`src/rtl/buffer_register_serializer.sv`:
```
// Buffer register serializer: parallel capture of one syllable, LSB-first serial shift-out, parity check.
// Optional parity checking is built when BUFFER_REGISTER_SERIALIZER_PARITY_CHECK_EN is defined.
module buffer_register_serializer #(
  parameter int WIDTH = 13,
  parameter int ODD   = 1
) (
  input  logic             SIM_CLK,
  input  logic             SIM_RST,
  input  logic             LOAD,
  input  logic             BIT_STB,
  input  logic [WIDTH-1:0] BRx,
  input  logic             BRxP,
  input  logic             PERR_CLR,
  output logic             SER_DATA,
  output logic             SER_VALID,
  output logic             BUSY,
  output logic             DONE,
  output logic             PERR,
  output logic             LOAD_ERR
);

  localparam int   CW    = $clog2(WIDTH + 1);
  localparam logic ODD_B = 1'(ODD);

  typedef enum logic [1:0] {IDLE, SHIFT, CHECK} state_t;

  state_t           state, state_nxt;
  logic [WIDTH-1:0] shreg;
  logic [CW-1:0]    cnt;
  logic             load_ok;
  logic             shift_en;
  logic             last_bit;

  assign load_ok  = (state == IDLE) && LOAD;
  assign shift_en = (state == SHIFT) && BIT_STB;
  assign last_bit = shift_en && (cnt == CW'(WIDTH - 1));

  always_ff @(posedge SIM_CLK) begin
    if (SIM_RST) state <= IDLE;
    else         state <= state_nxt;
  end

  always_comb begin
    state_nxt = state;
    case (state)
      IDLE:    if (LOAD) state_nxt = SHIFT;
      SHIFT:   if (last_bit) state_nxt = CHECK;
      CHECK:   state_nxt = IDLE;
      default: state_nxt = IDLE;
    endcase
  end

  // Everything below is decoded from registered state, so no input feeds an output directly.
  always_comb begin
    SER_VALID = (state == SHIFT);
    SER_DATA  = (state == SHIFT) ? shreg[0] : 1'b0;
    BUSY      = (state != IDLE);
    DONE      = (state == CHECK);
  end

  always_ff @(posedge SIM_CLK) begin
    if (SIM_RST) begin
      shreg <= '0;
      cnt   <= '0;
    end else if (load_ok) begin
      shreg <= BRx;
      cnt   <= '0;
    end else if (shift_en) begin
      shreg <= shreg >> 1;
      cnt   <= cnt + 1'b1;
    end
  end

  // A set event in the same cycle as PERR_CLR takes priority.
  always_ff @(posedge SIM_CLK) begin
    if (SIM_RST)                      LOAD_ERR <= 1'b0;
    else if (LOAD && state != IDLE)   LOAD_ERR <= 1'b1;
    else if (PERR_CLR)                LOAD_ERR <= 1'b0;
  end

`ifdef BUFFER_REGISTER_SERIALIZER_PARITY_CHECK_EN
  logic acc;

  always_ff @(posedge SIM_CLK) begin
    if (SIM_RST)       acc <= 1'b0;
    else if (load_ok)  acc <= BRxP;
    else if (shift_en) acc <= acc ^ shreg[0];
  end

  // The final bit is folded in here so PERR becomes visible together with DONE.
  always_ff @(posedge SIM_CLK) begin
    if (SIM_RST)                                   PERR <= 1'b0;
    else if (last_bit && ((acc ^ shreg[0]) ^ ODD_B)) PERR <= 1'b1;
    else if (PERR_CLR)                             PERR <= 1'b0;
  end
`else
  logic unused_parity;

  assign unused_parity = ^{BRxP, ODD_B};
  assign PERR          = 1'b0;
`endif

endmodule

```
`config.mk`:
```
export PLATFORM = sky130hd
export DESIGN_NAME = buffer_register_serializer
export DESIGN_NICKNAME = d
export VERILOG_FILES = /design/src/rtl/buffer_register_serializer.sv
export SDC_FILE = /design/constraint.sdc
export NUM_CORES = 1
export LEC_CHECK = 0
export CAP_MARGIN = 20
export CORE_ASPECT_RATIO = 0.9
export CORE_MARGIN = 1
export CORE_UTILIZATION = 32
export DETAILED_ROUTE_END_ITERATION = 8
export SKIP_CTS_REPAIR_TIMING = 1
export SYNTH_ARGS = -nofsm -noshare
export SYNTH_HDL_FRONTEND = slang
export SYNTH_SLANG_ARGS = --single-unit
```
`constraint.sdc`:
```
create_clock -name SIM_CLK -period 2.5 [get_ports SIM_CLK]
set_input_delay 0.75 -clock SIM_CLK [delete_from_list [all_inputs] [get_ports SIM_CLK]]
set_output_delay 0.75 -clock SIM_CLK [all_outputs]
set_load 0.01 [all_outputs]
```
==> flow_metrics.tcl, run 1 <==
set metrics [dict create \
    period_needed_ns 2.36 \
    fp.dieH_um 52.4 \
    p_sw_w 0.000168 \
    grt_antenna_before_repair 0 \
    synth_edf_count 0 \
    ios 25 \
    die_w_um 58.0 \
    fmax_ghz 0.423 \
    antenna_cells 0 \
    critPathKind "flop to output pin" \
    power_frac_seq_pct 47.9 \
    critPathMaxFanout 8 \
    drt_wl_total_um 2010 \
    cts_tree "yes" \
    yosys_most_used_dff "dfxtp_1" \
    maxCapViolations 0 \
    hold_violations 0 \
    synth_common_cells "20 x dfxtp_1, 15 x a21oi_1, 12 x nand3_1" \
    synth_area_um2 902 \
    power_frac_clock_pct 37.0 \
    grt_pass1_vias 767 \
    syn_to_final_growth_pct 33.7 \
    syn-num-nets 121 \
    synth.most_common_cell "dfxtp_1" \
    end_kind "output pin" \
    start_util_pct 35.3 \
    synth-warning-count 0 \
    yosys.area.top_type "dfxtp_1" \
    place_ws_ns 0.302 \
    htreeDepth 1 \
    ys_seq_area_share_pct 44.4 \
    skew_ns 0.0118 \
    cellLeakagePower_nw 0.430 \
    wl_per_cell_um 13.3 \
    grt_max_degree 21 \
    cts_buffers 3 \
    seqCellArea_um2 402 \
    internal_power_w 0.000559 \
    core_um2 2550 \
    cts.reportedPaths.clkPinSlew_ns 0.11 \
    row_count 17 \
    synth_top_cell_area_share_pct 44.4 \
    syn_area_per_cell_um2 9.02 \
    rsz0062_at_grt "false" \
    synth_cells 100 \
    drtIter0Drc 30 \
    report.final.setup_viol 0 \
    ir_drop_mv 0.196 \
    p_sw_share_pct 23.1 \
    overflow 0 \
    slew_viol_final 0 \
    multiInputGateArea_um2 452 \
    root_buffer "clkbuf_4" \
    ys_async_sr_fraction_pct 0 \
    dr_total_vias 807 \
    gp_congestion 0.731 \
    gr-usage-all-layers_pct 14.9 \
    ant_nets 0 \
    status "complete, but fails checks" \
    via_per_inst 5.34 \
    fin_nets 145 \
    drive_gt1_share_pct 12.2 \
    num-fill-cells 248 \
    portBuffers 22 \
    total_power_w 0.000728 \
    dr.pass1.iters 6 \
    comb_power_share_pct 15.1 \
    clock_latency_ns 0.31 \
    hpwl_um 1410 \
    critPathLaunchType "flop" \
    synth_cell_type_count 32 \
    crit_arrival_ns 1.61 \
    synth_seq_cells 20 \
    drc 1 \
    p_per_area_nw_per_um2 603 \
    cts_buffer_depth 2 \
    violations "design-rule violations" \
    worstHoldPathType "flop to flop" \
    fin_util_pct 47.3 \
    setup_ws_ns 0.135 \
    grt_pass1_wl_um 3440 \
    clkSinkCount 20 \
    final.period_utilization_pct 94.6 \
    dieArea_um2 3040 \
    yosys-top-cells-area "dfxtp_1 44%, a21oi_1 8.3%, a22oi_1 8.3%" \
    critPathRequiredTime_ns 1.75 \
]
[final timing paths]
kind | slack [ns] | depth (start not counted) | start | endpoint
setup / recovery | 0.14 | 3 | state[0]$_SDFFE_PP0P_ | SER_DATA
hold / removal | 0.47 | 2 | shreg[0]$_SDFFE_PP0P_ | shreg[0]$_SDFFE_PP0P_
setup reg to reg | 1.10 | 3 | state[1]$_SDFFE_PP0P_ | cnt[3]$_SDFFE_PP0P_
hold reg to reg | 0.47 | 2 | shreg[0]$_SDFFE_PP0P_ | shreg[0]$_SDFFE_PP0P_
[registers in the layout, summed over array words and instances, names as in the netlist]
signal,cells
shreg,13
cnt,4
state,2
LOAD_ERR,1
[area by class of cell]
class,count,share of cell area [%]
inverter,2,0.622
clock inverter,1,2.49
tap,28,2.90
sequential,20,33.3
clock buffer,3,1.87
timing repair buffer,27,21.4
multi-input combinational,70,37.4
[metal layers]
layer / routed length [um] / share of wire, % / global-route usage [%] / vias up
li1: - / - / - / 406
met1: 982 / 49 / 19.0 / 374
met2: 890 / 44 / 23.9 / 25
met3: 116 / 5.8 / 3.21 / 2
met4: 21 / 1.0 / 7.14 / 0
met5: 0 / 0 / 0 / -
[cell families after synthesis]
logic type                 Yosys count  share of synthesized area (%)
AOI/OAI and AO/OA                   29                           20.2
DFF                                 20                           44.4
muxes                                1                           1.11
adders and majority gates            2                           2.77
and+or+nand+nor                     35                           23.3
other                                1                          0.416
xor gates and xnor gates             2                           1.94
buffers and inverters               10                           5.83
[cells in the final DEF, fill, tap and decap left out, types with 2 or more instances in the layout]
cell type,n
a211oi_1,2
a21oi_1,15
a22oi_1,10
buf_4,5
clkbuf_4,3
clkdlybuf4s50_1,22
dfxtp_1,19
ha_1,2
inv_1,2
nand2_1,4
nand3_1,12
nor2_1,3
nor3_1,3
[per-stage QoR]
stage               std cells  instance area, um2  hold slack [ns]  TNS, ns
floorplan                 100                 902            0.437        0
global placement          147                1150            0.448        0
detailed placement        147                1150            0.454        0
CTS                       151                1200            0.473  -0.0526
global route              151                1210            0.491        0
finish                    151                1210            0.468        0
[power by group through the flow]
stage,combinational [W],sequential (W),clock [W]
6_report,0.000110,0.000348,0.000269
5_1_grt,0.000121,0.000351,0.000291
4_1_cts,0.000110,0.000348,0.000274
3_5_place_dp,0.000110,0.000356,0
3_3_place_gp,0.000109,0.000355,0
2_1_floorplan,0.0000613,0.000353,0
[critical path: stages (launching register included)]
cell and delay [ns]:
dfxtp_2 0.43, nor2b_2 0.22, and2_1 0.14, clkdlybuf4s50_1 0.53
Note: power is estimated with default switching activity, not from simulation.
==> run 2, diff against run 1 <==
--- a/config.mk
+++ b/config.mk
@@ -10,6 +10,7 @@
 export CORE_MARGIN = 1
 export CORE_UTILIZATION = 32
 export DETAILED_ROUTE_END_ITERATION = 8
+export SETUP_SLACK_MARGIN = 0.02
 export SKIP_CTS_REPAIR_TIMING = 1
 export SYNTH_ARGS = -nofsm -noshare
 export SYNTH_HDL_FRONTEND = slang
==> results of run 2 <==
No change in the layout: final DEF, timing and power equal those of run 1.
